==> src/rtl/xi_arb_pkg.sv <==
// Shared constants and helpers for the Xi read-port arbiter.
package xi_arb_pkg;

    localparam logic [2:0] AXI_ARSIZE_8B   = 3'd3;
    localparam logic [1:0] AXI_BURST_INCR  = 2'b01;
    localparam logic [3:0] AXI_ARCACHE_DEF = 4'b0011;

    // Width needed to hold an index in 0..value-1, never narrower than one bit.
    function automatic int clog2(input int value);
        int result;
        result = 0;
        while ((1 << result) < value) begin
            result = result + 1;
        end
        if (result < 1) begin
            result = 1;
        end
        return result;
    endfunction

endpackage

==> src/rtl/grant_order_fifo.sv <==
// Remembers which lane owns each outstanding read, oldest first.
module grant_order_fifo
    import xi_arb_pkg::*;
#(
    parameter int WIDTH = 2,
    parameter int DEPTH = 8
) (
    input  logic             clk,
    input  logic             rst,
    input  logic             push,
    input  logic             pop,
    input  logic [WIDTH-1:0] wdata,
    output logic             full,
    output logic             empty,
    output logic [WIDTH-1:0] head
);

    localparam int PW = clog2(DEPTH);

    logic [WIDTH-1:0] mem_q [DEPTH];
    logic [PW-1:0]    wrPtr_q;
    logic [PW-1:0]    rdPtr_q;
    logic [PW:0]      count_q;
    logic             doPush;
    logic             doPop;

    assign full   = (count_q == (PW+1)'(DEPTH));
    assign empty  = (count_q == '0);
    assign head   = mem_q[rdPtr_q];
    assign doPop  = pop && !empty;
    assign doPush = push && (!full || doPop);

    // Pointer and occupancy bookkeeping; push and pop may coincide even when full.
    always_ff @(posedge clk) begin
        if (rst) begin
            wrPtr_q <= '0;
            rdPtr_q <= '0;
            count_q <= '0;
        end else begin
            if (doPush) begin
                wrPtr_q <= (wrPtr_q == PW'(DEPTH-1)) ? '0 : wrPtr_q + PW'(1);
            end
            if (doPop) begin
                rdPtr_q <= (rdPtr_q == PW'(DEPTH-1)) ? '0 : rdPtr_q + PW'(1);
            end
            if (doPush && !doPop) begin
                count_q <= count_q + (PW+1)'(1);
            end else if (doPop && !doPush) begin
                count_q <= count_q - (PW+1)'(1);
            end
        end
    end

    // Storage array needs no reset; only entries between the pointers are ever read.
    always_ff @(posedge clk) begin
        if (doPush) begin
            mem_q[wrPtr_q] <= wdata;
        end
    end

endmodule

==> src/rtl/xi_port_arbiter.sv <==
// Round-robin sharing of one single-beat AXI4 read port among several SpMV lanes.
module xi_port_arbiter
    import xi_arb_pkg::*;
#(
    parameter int          NUM_REQ         = 4,
    parameter int          MAX_OUTSTANDING = 8,
    parameter logic [31:0] XVAL_BASE_ADDR  = 32'h40000000,
    parameter int          ADDR_W          = 48,
    parameter int          DATA_W          = 64
) (
    input  logic                  clk,
    input  logic                  rst,
    input  logic [NUM_REQ-1:0]    req_valid,
    output logic [NUM_REQ-1:0]    req_ready,
    input  logic [NUM_REQ*32-1:0] req_offset,
    output logic [NUM_REQ-1:0]    rsp_valid,
    input  logic [NUM_REQ-1:0]    rsp_ready,
    output logic [DATA_W-1:0]     rsp_data,
    output logic                  rsp_err,
    output logic                  protocol_err,
    output logic                  m_axi_arid,
    output logic [ADDR_W-1:0]     m_axi_araddr,
    output logic [7:0]            m_axi_arlen,
    output logic [2:0]            m_axi_arsize,
    output logic [1:0]            m_axi_arburst,
    output logic                  m_axi_arlock,
    output logic [3:0]            m_axi_arcache,
    output logic [2:0]            m_axi_arprot,
    output logic [3:0]            m_axi_arqos,
    output logic                  m_axi_arvalid,
    input  logic                  m_axi_arready,
    input  logic                  m_axi_rid,
    input  logic [DATA_W-1:0]     m_axi_rdata,
    input  logic [1:0]            m_axi_rresp,
    input  logic                  m_axi_rlast,
    input  logic                  m_axi_rvalid,
    output logic                  m_axi_rready
);

    localparam int LW = clog2(NUM_REQ);
    localparam int CW = clog2(MAX_OUTSTANDING) + 1;

    logic              arvalid_q, arvalid_d;
    logic [ADDR_W-1:0] araddr_q, araddr_d;
    logic [LW-1:0]     arlane_q, arlane_d;
    logic [LW-1:0]     rrPtr_q, rrPtr_d;
    logic [CW-1:0]     outstanding_q, outstanding_d;
    logic              protocolErr_q, protocolErr_d;

    logic              winnerFound;
    logic [LW-1:0]     winner;
    logic [LW-1:0]     probe;
    logic [31:0]       winOffset;
    logic [ADDR_W-1:0] sumAddr;
    logic [CW:0]       inFlight;
    logic              slotFree;
    logic              budgetOk;
    logic              grant;
    logic              arHandshake;
    logic              rPop;
    logic              fifoFull;
    logic              fifoEmpty;
    logic [LW-1:0]     headLane;
    logic              unusedRid;

    assign unusedRid = m_axi_rid;

    assign m_axi_arid    = 1'b0;
    assign m_axi_arlen   = 8'd0;
    assign m_axi_arsize  = AXI_ARSIZE_8B;
    assign m_axi_arburst = AXI_BURST_INCR;
    assign m_axi_arlock  = 1'b0;
    assign m_axi_arcache = AXI_ARCACHE_DEF;
    assign m_axi_arprot  = 3'b000;
    assign m_axi_arqos   = 4'b0000;
    assign m_axi_arvalid = arvalid_q;
    assign m_axi_araddr  = araddr_q;
    assign protocol_err  = protocolErr_q;

    // Pick the first requesting lane at or after the round-robin pointer.
    always_comb begin
        winnerFound = 1'b0;
        winner      = '0;
        probe       = '0;
        for (int k = 0; k < NUM_REQ; k++) begin
            probe = LW'((int'(rrPtr_q) + k) % NUM_REQ);
            if (!winnerFound && req_valid[probe]) begin
                winnerFound = 1'b1;
                winner      = probe;
            end
        end
    end

    // Fetch the winning lane's offset and form the 8-byte-aligned address.
    always_comb begin
        winOffset = '0;
        for (int i = 0; i < NUM_REQ; i++) begin
            if (winner == LW'(i)) begin
                winOffset = req_offset[i*32 +: 32];
            end
        end
        sumAddr = ADDR_W'(XVAL_BASE_ADDR) + ADDR_W'(winOffset);
    end

    assign slotFree    = !arvalid_q || m_axi_arready;
    assign inFlight    = {1'b0, outstanding_q} + (CW+1)'(arvalid_q);
    assign budgetOk    = inFlight < (CW+1)'(MAX_OUTSTANDING);
    assign grant       = slotFree && budgetOk && !fifoFull && winnerFound;
    assign arHandshake = arvalid_q && m_axi_arready;

    // One-hot acceptance strobe for the lane that wins this cycle.
    always_comb begin
        req_ready = '0;
        if (grant) begin
            req_ready[winner] = 1'b1;
        end
    end

    // Steer the R channel to the oldest outstanding lane, or swallow stray beats.
    always_comb begin
        rsp_valid    = '0;
        rsp_data     = m_axi_rdata;
        rsp_err      = 1'b0;
        m_axi_rready = 1'b0;
        if (!fifoEmpty) begin
            rsp_valid[headLane] = m_axi_rvalid;
            m_axi_rready        = rsp_ready[headLane];
            rsp_err             = m_axi_rvalid && (m_axi_rresp != 2'b00);
        end else begin
            m_axi_rready = m_axi_rvalid;
        end
    end

    assign rPop = !fifoEmpty && m_axi_rvalid && m_axi_rready && m_axi_rlast;

    // Next-state for the AR slot, arbitration pointer, counter and error flag.
    always_comb begin
        arvalid_d     = arvalid_q;
        araddr_d      = araddr_q;
        arlane_d      = arlane_q;
        rrPtr_d       = rrPtr_q;
        outstanding_d = outstanding_q;
        protocolErr_d = protocolErr_q;
        if (grant) begin
            arvalid_d = 1'b1;
            araddr_d  = {sumAddr[ADDR_W-1:3], 3'b000};
            arlane_d  = winner;
            rrPtr_d   = (winner == LW'(NUM_REQ-1)) ? '0 : winner + LW'(1);
        end else if (m_axi_arready) begin
            arvalid_d = 1'b0;
        end
        if (arHandshake && !rPop) begin
            outstanding_d = outstanding_q + CW'(1);
        end else if (rPop && !arHandshake) begin
            outstanding_d = outstanding_q - CW'(1);
        end
        if (fifoEmpty && m_axi_rvalid) begin
            protocolErr_d = 1'b1;
        end
    end

    // Register all arbiter state; reset forgets every in-flight read.
    always_ff @(posedge clk) begin
        if (rst) begin
            arvalid_q     <= 1'b0;
            araddr_q      <= '0;
            arlane_q      <= '0;
            rrPtr_q       <= '0;
            outstanding_q <= '0;
            protocolErr_q <= 1'b0;
        end else begin
            arvalid_q     <= arvalid_d;
            araddr_q      <= araddr_d;
            arlane_q      <= arlane_d;
            rrPtr_q       <= rrPtr_d;
            outstanding_q <= outstanding_d;
            protocolErr_q <= protocolErr_d;
        end
    end

    grant_order_fifo #(
        .WIDTH (LW),
        .DEPTH (MAX_OUTSTANDING)
    ) u_order (
        .clk   (clk),
        .rst   (rst),
        .push  (arHandshake),
        .pop   (rPop),
        .wdata (arlane_q),
        .full  (fifoFull),
        .empty (fifoEmpty),
        .head  (headLane)
    );

endmodule

==> config.mk <==
export PLATFORM = sky130hd
export DESIGN_NAME = xi_port_arbiter
export DESIGN_NICKNAME = d
export VERILOG_FILES = /design/src/rtl/xi_arb_pkg.sv /design/src/rtl/grant_order_fifo.sv /design/src/rtl/xi_port_arbiter.sv
export SDC_FILE = /design/constraint.sdc
export NUM_CORES = 1
export LEC_CHECK = 0
export ABC_AREA = 0
export CAP_MARGIN = 15
export CORE_AREA = 2 2 139 141
export DETAILED_ROUTE_END_ITERATION = 6
export DIE_AREA = 0 0 141 143
export GPL_ROUTABILITY_DRIVEN = 1
export PLACE_DENSITY = 0.65
export RECOVER_POWER = 25
export SYNTH_ARGS = -nofsm -noshare
export SYNTH_HDL_FRONTEND = slang
export SYNTH_SLANG_ARGS = --single-unit
export TNS_END_PERCENT = 20
==> constraint.sdc <==
create_clock -name clk -period 4.15 [get_ports clk]
set_input_delay 0.83 -clock clk [delete_from_list [all_inputs] [get_ports clk]]
set_output_delay 0.83 -clock clk [all_outputs]
set_load 0.02 [all_outputs]
==> metrics, run 1 <==
status finished, final reports clean; Worst Path Buf+Inv 4; drt total wl around 13 mm; GP Congestion between 0.7 and 0.8; Leak Pwr between 2 and 2.5 nW; hpwl dp between 9 and 10 mm; Post-synth EDFFs 16; I/O Buffers ~170; sw frac between 40% and 50%; antenna violations before repair 0; worst-margin pin slew around 1.1 ns; XOR/XNOR Fraction of Synth Area under 10%; worst min-delay path class flip-flop to flip-flop; ANT nets after route 0; WP data required roughly 3.3 ns; clock share of power 21.2%; Max Cap Viol 0; fraction of registers with async set/reset 0%; Die H 143 µm; Global Route Usage Sum 12.87%; Sw Pwr roughly 1.7 mW; power per cell area around 660 mW/mm²; setup total negative slack 0 ns; top cell type's share of synthesized area a little under a quarter; Startpoint Class input pin; cell count after synthesis ~540; nets@finish about 850; Synth Area in Compound Gates about 17%; Post-Syn Area approximately 0.0046 mm²; Vias/cell ~4.4; min Tclk post-route around 3.8 ns; CTS H-tree depth 3; clock transition at the registers of the reported paths roughly 0.06 ns; Synth top cells by count 108 x buf_4, 54 x nor2_1, 53 x dfxtp_1; syn_area_per_cell around 8.6 µm²; unrepaired setup endpoints after global routing false; drt first pass iters 6; sequential power share between 20 and 30%; top_reg_cell synth dfxtp_1; Rows 50; max_slew headroom a little over a quarter; Area growth, synth to finish 35.19%; largest net degree at the start of global routing 60; Power Internal approximately 2.4 mW; Cell Count Post-Placement 851; synthesis warning total 0; crit-path leading delay family buffers and inverters; Final Max Tran Viols 0; largest family of logic cells by synthesized area buffers and inverters; count leader, synth buf_4; final worst path period share between 90 and 100%; worst hold start protocol_err$_SDFFE_PP0P_; DRC errors left 0; cell taking the most area after synthesis dfxtp_1; grt total ovfl 0; Die ar. between 0.02 and 0.025 mm²; Critical Path AT 2.99 ns; WS Path Type input pin to output pin; final worst clock skew a little under 0.009 ns; most numerous cell on the critical path clkdlybuf4s50_1; Initial Util 24.90%; core area around 0.019 mm²; Synth Area in Simple Gates 16.26%; multiplexer share of the synthesized area 5.626%; top cells by area, synth dfxtp_1 23%, buf_4 18%, edfxtp_1 10%; CP Capture Type output pin; IO Count 358; CTS tree yes; Final Hold Vio Count 0; worst skew pair latency approximately 0.34 ns; max incr delay on CP 0.53 ns; layout cells sized above 1 6.635%; vias in the first global route between 3k and 4k; Fillers 1914; Comb pwr share 53.4%; diode count 0; vias around 3.9k; Initial DRC Count roughly 140; Slowest cell on crit path clkdlybuf4s50_1; critical path launch point req_valid[0]; global-route wire length before repair between 15 and 20 mm; Seq/Total Area, Yosys about a third; Synth Area in Adders a little under 5%; clk root buf clkbuf_16; routed len/inst ~15 µm; CTS Buf Count 9; Die Width around 140 µm; deepest clock path buffer count 2; Layout Cells excl Fill ~870; Peak VDD IR about 200 µV; f_max approximately 260 MHz; clk sink count 69; flops & latches, synth 69; CP cell instances clkdlybuf4s50_1, mux2i_1, nor2_1, a311oi_1, buf_4, inv_1, ha_1, and2_1, clkdlybuf4s50_1; number of distinct library cells after synthesis 45; Final setup viols 0; Worst Path Max Fanout 5
[metrics by stage]
step | utilization [%] | instance area (µm²) | setup slack [ns] | power [mW] | hold WS [ns]
final | 33.66 | 6254 | 0.3251 | 4.103 | 0.4832
after global routing | 33.66 | 6254 | 0.1163 | 4.426 | 0.5153
after CTS | 33.65 | 6252 | 0.2079 | 4.162 | 0.4961
after detailed placement | 31.87 | 5921 | 0.2404 | 3.268 | 0.4805
after global placement | 31.87 | 5921 | 0.2840 | 3.239 | 0.4542
after floorplan | - | 4783 | 0.6787 | 2.601 | 0.4560
[flip-flops by register name, summed over array words and instances, names as in the netlist, named ones only]
name             count
m_axi_arvalid        1
u_order.rdPtr_q      3
protocol_err         1
u_order.mem_q       16
u_order.wrPtr_q      3
u_order.count_q      4
arlane_q             2
rrPtr_q              2
m_axi_araddr        30
outstanding_q        4
[power by group through the flow]
stage          Clock, mW  Combinational [mW]  Sequential (mW)
2_1_floorplan          0                1.44             1.16
3_3_place_gp           0                2.19             1.05
3_5_place_dp           0                2.21             1.05
4_1_cts            0.901                2.22             1.04
5_1_grt            0.924                2.43             1.08
6_report           0.869                2.19             1.04
[cells in the final DEF (no fill, tap or decap), drive strengths merged, types with 9 or more instances in the layout]
cell / n
a21oi: 46
mux2i: 11
nand2: 10
edfxtp: 16
nor2: 54
inv: 16
nor2b: 30
buf: 10
clkbuf: 9
a221oi: 27
clkdlybuf4s50: 171
dfxtp: 53
o21ai: 10
conb: 44
ha: 15
a211oi: 27
nor3: 28
[what timing repair did]
| item | CTS | global route |
|---|---|---|
| hold buffers | 0 | 0 |
| gates resized for setup | 0 | 1 |
| setup endpoints to repair | 0 | 1 |
| setup buffers | 0 | 0 |
[cells by family after synthesis]
| kind of cell | after synthesis |
|---|---|
| compound gates | 118 |
| flops | 69 |
| simple gates | 149 |
| buf+inv | 155 |
| xor+xnor | 6 |
| other cells | 2 |
| fa+ha+maj | 17 |
| mux | 20 |
[cell type report]
cell class	count	area, µm²	area share, %
clock buffers	9	225.2	3.601
clock inverters	7	106.4	1.701
inverters	13	48.80	0.7803
multi-input cells	354	2253	36.03
flip-flops and latches	69	1543	24.67
well taps	234	292.8	4.682
repair buffers	181	1784	28.53
[metal layers]
metal / track usage, % / vias to the layer above / wire length, µm / share of wire (%)
li1: - / 1929 / - / -
met1: 15.26 / 1715 / 5562 / 42
met2: 21.18 / 192 / 6334 / 48
met3: 5.667 / 16 / 1146 / 8.7
met4: 3.737 / 0 / 183 / 1.4
met5: 0 / - / 0 / 0
[worst min-delay path, delay by kind of cell, from the launching register on]
| kind | cells | cell delay (ns) |
|---|---|---|
| AOI/OAI and AO/OA | 1 | 0.04 |
| and+or+nand+nor | 1 | 0.08 |
| DFF | 1 | 0.33 |
[final timing paths]
check | to | slack (ns) | cells after the start
max | req_ready[0] | 0.33 | 9
min | protocol_err$_SDFFE_PP0P_ | 0.48 | 2
max reg2reg | u_order.count_q[3]$_SDFFE_PP0P_ | 0.35 | 13
min reg2reg | protocol_err$_SDFFE_PP0P_ | 0.48 | 2
(Power assumes the default switching activity.)
==> run 2, diff against run 1 <==
==> constraint.sdc (replaced) <==
create_clock -name clk -period 3.7 [get_ports clk]
set_input_delay 0.555 -clock clk [delete_from_list [all_inputs] [get_ports clk]]
set_output_delay 0.555 -clock clk [all_outputs]
set_load 0.02 [all_outputs]
==> run 2 against run 1 <==
Net effect:
- sequential share of layout area decreased by 0.25 points
- critical path type is now flip-flop to flip-flop
- critical endpoint is now u_order.count_q[3]$_SDFFE_PP0P_
- routed wire length increased by 1.4%
- via count grew 2.1%
- non-clock buffer count increased by 12
- count of clock-buffer cells in the layout stayed put
- sequential power rose by 13%
- combinational power is 17% higher
==> metrics, run 2 (synthesized netlist as in run 1, its figures left out) <==
final worst path period share a little over nine tenths; worst min-delay path class flip-flop to flip-flop; worst-margin pin slew 1.016 ns (-0.09200 ns); flop-to-flop setup slack 0.22 ns (-0.13 ns); min Tclk post-route roughly 3.5 ns; IO Count 358 (unchanged); Die Width 141 µm (unchanged); most frequent cells in the layout 171 x clkdlybuf4s50_1, 53 x nor2_1, 52 x dfxtp_1; vias in the first global route 3883 (+7.4%); global-route wire length before repair 20.82 mm (+5.2%); crit-path leading delay family multiplexers; CP cell instances mux4_2, mux2_4, mux4_2, o21a_1, nor2_2, ha_1, inv_1, ha_1, a21o_1, a21oi_1, xnor2_1, or3_1, a21oi_1; Initial Util 24.90% (unchanged); nets@finish 865 (+1.4%); routed len/inst 15.25 µm (about the same); worst skew pair latency 0.34 ns (about the same); Die H 143 µm (unchanged); DRC errors left 0 (unchanged); Worst Hold End protocol_err$_SDFFE_PP0P_; antenna violations before repair 0 (unchanged); clk sink count 69 (unchanged); CTS Buf Count 9 (unchanged); Register Area 0.001545 mm² (+0.16%); deepest clock path buffer count 2 (unchanged); Final Hold Vio Count 0 (unchanged); FF-to-FF path depth 13 (unchanged); Place WS 0.04008 ns (-0.2003 ns); footprint of the multi-input gates 0.002256 mm² (+0.11%); CTS tree yes; Initial DRC Count 199 (+43%); f_max 287.2 MHz; unrepaired setup endpoints after global routing false; drt first pass iters 4 (-2); Slowest cell on crit path mux4_2; Worst Path Max Fanout 6 (+1); Global Route Usage Sum 13.33% (+0.46 points); WS Path Type flip-flop to flip-flop; reg-to-reg endpoint u_order.count_q[3]$_SDFFE_PP0P_; final worst clock skew 0.01047 ns (+0.001581 ns); ANT nets after route 0 (unchanged); Worst Path Buf+Inv 1 (-3); clock transition at the registers of the reported paths 0.06 ns (about the same); Final setup viols 0 (unchanged); Peak VDD IR 209.6 µV (+7.3%); Leak Pwr 2.453 nW (+1.8%); core area 0.01858 mm² (unchanged); diode count 0 (unchanged); fin worst setup slack 0.2181 ns (-0.1070 ns); worst hold start protocol_err$_SDFFE_PP0P_; drt total wl 13.41 mm (+1.4%); I/O Buffers 172 (unchanged); WP data required 3.95 ns (+0.63 ns); CP Capture Type flip-flop; Rows 50 (unchanged); Die ar. 0.02016 mm² (unchanged); status finished, final reports clean; Max Cap Viol 0 (unchanged); commonest non-fill, non-tap cell in the layout clkdlybuf4s50_1; worst hold path depth 2 (unchanged); power per cell area 728.3 mW/mm² (+11%); Area growth, synth to finish 36.81%; max incr delay on CP 0.50 ns (-0.03 ns); total power 4.609 mW (+12%); largest net degree at the start of global routing 60 (unchanged); grt total ovfl 0 (unchanged); Vias/cell 4.474 (+0.71%); layout cells sized above 1 8.527% (+1.9 points); max_slew headroom 32.26% (+6.1 points); clk root buf clkbuf_16; CTS H-tree depth 3 (unchanged); number of flip-flops in the largest register 30 (unchanged); GP Congestion 0.7598 (+0.41%); hpwl dp 10.39 mm (+4.4%); Fillers 1904 (-0.52%); Final Max Tran Viols 0 (unchanged); Startpoint Class flip-flop; Critical Path AT 3.73 ns (+0.74 ns); final hold slack 0.4732 ns (-0.009959 ns); setup total negative slack 0 ns (unchanged); vias 3933 (+2.1%)
[run 2: cell types whose count changed in the layout (fill, tap and decap cells not counted), sizes merged]
cell | before | now
clkinv | 2 | 4
clkinvlp | 0 | 1
inv | 16 | 14
buf | 10 | 22
bufinv | 2 | 1
[run 2: per-stage QoR]
| stage | instance area, µm² | utilization, % | cells |
|---|---|---|---|
| 6_report | 6329 | 34.06 | 879 |
| 5_1_grt | 6329 | 34.06 | 879 |
| 4_1_cts | 6315 | 33.99 | 878 |
| 3_5_place_dp | 6016 | 32.38 | 862 |
| 3_3_place_gp | 6016 | 32.38 | 862 |
| 2_1_floorplan | 4783 | - | 578 |
[run 2: report_power, final]
part / switching (mW) / internal (mW)
combinational: 1.37 / 1.20
clock: 0.351 / 0.524
sequential: 0.166 / 1.00
[run 2: how the worst max path moves through the flow]
stage                                       to  startpoint  depth (start not counted)  slack (ns)
2_1_floorplan  u_order.count_q[3]$_SDFFE_PP0P_   flip-flop                         14        0.23
3_3_place_gp   u_order.count_q[3]$_SDFFE_PP0P_   flip-flop                         13        0.08
3_5_place_dp   u_order.count_q[3]$_SDFFE_PP0P_   flip-flop                         13        0.04
4_1_cts        u_order.count_q[3]$_SDFFE_PP0P_   flip-flop                         13       0.008
5_1_grt        u_order.count_q[3]$_SDFFE_PP0P_   flip-flop                         13        0.02
6_report       u_order.count_q[3]$_SDFFE_PP0P_   flip-flop                         13        0.22
[run 2: timing repair]
item / in CTS / in global routing
hold buffers: 0 / 0
setup endpoints to repair: 0 / 3
gates resized for setup: 0 / 3
buffers inserted: 0 / 1
hold endpoints to repair: 0 / 0
[run 2: final cells by class]
type / instances / area share (%)
Clock inverter: 7 / 1.166
Clock buffer: 9 / 3.559
Timing Repair Buffer: 193 / 29.81
Tap cell: 234 / 4.626
Inverter: 13 / 0.7711
Sequential cell: 69 / 24.42
Multi-Input combinational cell: 354 / 35.65
[run 2: worst register-to-register path, stage by stage, from the launching register on]
cell and delay, ns:
dfxtp_4 0.39, mux4_2 0.50, mux2_4 0.29, mux4_2 0.49, o21a_1 0.23, nor2_2 0.12, ha_1 0.18, inv_1 0.06
ha_1 0.26, a21o_1 0.17, a21oi_1 0.17, xnor2_1 0.09, or3_1 0.30, a21oi_1 0.16
[run 2: routing by layer]
| layer | track usage, % | up-vias | routed length [µm] |
|---|---|---|---|
| li1 | - | 1952 | - |
| met1 | 15.65 | 1771 | 5482 |
| met2 | 22.67 | 197 | 6634 |
| met3 | 5.231 | 13 | 1108 |
| met4 | 3.737 | 0 | 183 |
| met5 | 0 | - | 0 |
==> run 3, diff against run 2 <==
--- a/config.mk
+++ b/config.mk
@@ -8,6 +8,7 @@
 export ABC_AREA = 0
 export CAP_MARGIN = 15
 export CORE_AREA = 2 2 139 141
+export CTS_BUF_LIST = sky130_fd_sc_hd__clkbuf_2
 export DETAILED_ROUTE_END_ITERATION = 6
 export DIE_AREA = 0 0 141 143
 export GPL_ROUTABILITY_DRIVEN = 1
==> run 3 against run 2 <==
Net effect:
- combinational power about the same
- count of clock-buffer cells in the layout did not move
- via count increased by 0.64%
- clock skew is 0.034 ns higher
- maximum frequency down 0.50%
- core utilization decreased by 0.92 points
- sequential power barely moved
- critical endpoint unchanged
==> metrics, run 3 (synthesized netlist as in run 1, its figures left out) <==
clk root buf clkbuf_2; Area growth, synth to finish 33.11%; largest net degree at the start of global routing 60 (unchanged); setup total negative slack 0 ns (unchanged); nets@finish 865 (unchanged); DRC errors left 0 (unchanged); Global Route Usage Sum 13.20% (-0.13 points); Die ar. 0.02016 mm² (unchanged); Place WS 0.04008 ns (unchanged); unrepaired setup endpoints after global routing false; number of flip-flops in the largest register 30 (unchanged); WP data required 4.18 ns (+0.23 ns); CP cell instances mux4_2, mux2_4, mux4_2, o21a_1, nor2_2, ha_1, inv_1, ha_1, a21o_1, a21oi_2, xnor2_1, or3_1, a21oi_1; Worst Path Max Fanout 6 (unchanged); CP Capture Type flip-flop; drt total wl 13.44 mm (+0.20%); reg-to-reg endpoint u_order.count_q[3]$_SDFFE_PP0P_; Vias/cell 4.498 (+0.52%); Rows 50 (unchanged); GR peak layer met2; status finished, final reports clean; Cell Count Post-Placement 862 (unchanged); CTS Hold Bufs 0 (unchanged); CTS H-tree depth 3 (unchanged); Startpoint Class flip-flop; Register Area 0.001545 mm² (unchanged); antenna violations before repair 1 (+1); Peak VDD IR 211.0 µV (+0.65%); layout cells sized above 1 8.682% (+0.16 points); post-layout util 33.14% (-0.92 points); clk sink count 69 (unchanged); power per cell area 684.5 mW/mm² (-6.0%); Max Cap Viol 0 (unchanged); min Tclk post-route 3.499 ns (+0.01741 ns); footprint of the multi-input gates 0.002260 mm² (+0.17%); Slowest cell on crit path mux4_2; CTS Buf Count 9 (unchanged); CTS tree yes; Leak Pwr 2.390 nW (-2.6%); crit-path leading delay family multiplexers; fin worst setup slack 0.2007 ns (-0.01741 ns); most frequent cells in the layout 170 x clkdlybuf4s50_1, 53 x nor2_1, 52 x dfxtp_1; Final Max Tran Viols 0 (unchanged); total power 4.215 mW (-8.6%); Final setup viols 0 (unchanged); global-route wire length before repair 20.71 mm (-0.53%); worst min-delay path class flip-flop to flip-flop; deepest clock path buffer count 2 (unchanged); Worst Path Buf+Inv 1 (unchanged); GR Layer Usage met3 4.728% (-0.50 points); M1 GR Usage 15.46% (-0.19 points); hpwl dp 10.39 mm (unchanged); final worst clock skew 0.04400 ns (+0.03353 ns); flop-to-flop setup slack 0.20 ns (-0.02 ns); vias in the first global route 3877 (-0.15%); Initial DRC Count 152 (-24%); FF-to-FF path depth 13 (unchanged); max incr delay on CP 0.50 ns (about the same); worst skew pair latency 0.59 ns (+0.25 ns); WP depth 13 (unchanged); WS Path Type flip-flop to flip-flop; commonest non-fill, non-tap cell in the layout clkdlybuf4s50_1; routed len/inst 15.27 µm (about the same); clock transition at the registers of the reported paths 0.22 ns (+0.16 ns); Layout Cells excl Fill 880 (+0.11%); core area 0.01858 mm² (unchanged); drt first pass iters 4 (unchanged); met2 track demand over resource 22.67% (unchanged); ANT nets after route 0 (unchanged); Critical Path AT 3.98 ns (+0.25 ns); max_slew headroom 31.45% (-0.82 points); grt total ovfl 0 (unchanged); final worst path period share 94.58% (+0.47 points); Final Hold Vio Count 0 (unchanged); worst-margin pin slew 1.028 ns (+0.01223 ns); vias 3958 (+0.64%); GP Congestion 0.7598 (unchanged); Die Width 141 µm (unchanged); Initial Util 24.90% (unchanged); f_max 285.8 MHz (-0.50%); IO Count 358 (unchanged); Fillers 1927 (+1.2%); I/O Buffers 172 (unchanged); Die H 143 µm (unchanged); critical path endpoint u_order.count_q[3]$_SDFFE_PP0P_
[run 3: cell count changes in the layout (fill, tap and decap cells not counted), sizes merged]
cell | before | now
clkdlybuf4s50 | 171 | 170
dlymetal6s2s | 0 | 1
diode | 0 | 1
[run 3: layout make-up]
cell class	count	share of cell area, %
Tap cell	234	4.755
Clock buffer	9	0.7316
Antenna cell	1	0.04064
Multi-Input combinational cell	354	36.70
Timing Repair Buffer	193	30.68
Clock inverter	7	1.199
Sequential cell	69	25.10
Inverter	13	0.7925
[run 3: power breakdown]
part           switching [mW]  leakage (nW)  total (mW)  internal (mW)
registers               0.167         0.585        1.17          0.999
logic                    1.38          1.73        2.58           1.20
clock network           0.315        0.0723       0.473          0.158
total                    1.86          2.39        4.21           2.36
[run 3: worst min-delay path, delay by kind of cell, from the launching register on]
family / cells / cell delay [ns]
AOI/OAI and AO/OA: 1 / 0.08
and+or+nand+nor: 1 / 0.06
DFF: 1 / 0.37
[run 3: routing by layer]
layer	vias to the layer above	share of wire (%)
met5	-	0
met3	19	7.8
met4	0	1.6
met1	1790	41
met2	194	49
li1	1955	-
[run 3: stage by stage]
stage               hold WS [ns]  cell area [µm²]
floorplan                 0.4560             4783
finish                    0.4957             6157
CTS                       0.5026             6136
global placement          0.4547             6016
detailed placement        0.4618             6016
global route              0.5140             6157
[run 3: worst min path at each step]
stage | cells past startpoint | to | from | slack [ns]
finish | 2 | flip-flop | u_order.rdPtr_q[0]$_SDFFE_PP0N_ | 0.50
global route | 3 | m_axi_araddr[6]$_SDFFE_PP0P_ | req_offset[102] | 0.51
CTS | 3 | m_axi_araddr[6]$_SDFFE_PP0P_ | req_offset[102] | 0.50
detailed placement | 2 | protocol_err$_SDFFE_PP0P_ | protocol_err$_SDFFE_PP0P_ | 0.46
global placement | 2 | protocol_err$_SDFFE_PP0P_ | protocol_err$_SDFFE_PP0P_ | 0.45
floorplan | 2 | outstanding_q[3]$_SDFFE_PP0P_ | outstanding_q[3]$_SDFFE_PP0P_ | 0.46
[run 3: repair_timing]
item,CTS,global route
endpoints found under the setup margin,2,3
gates resized for setup,1,4
setup buffers,0,1
hold endpoints to repair,0,0
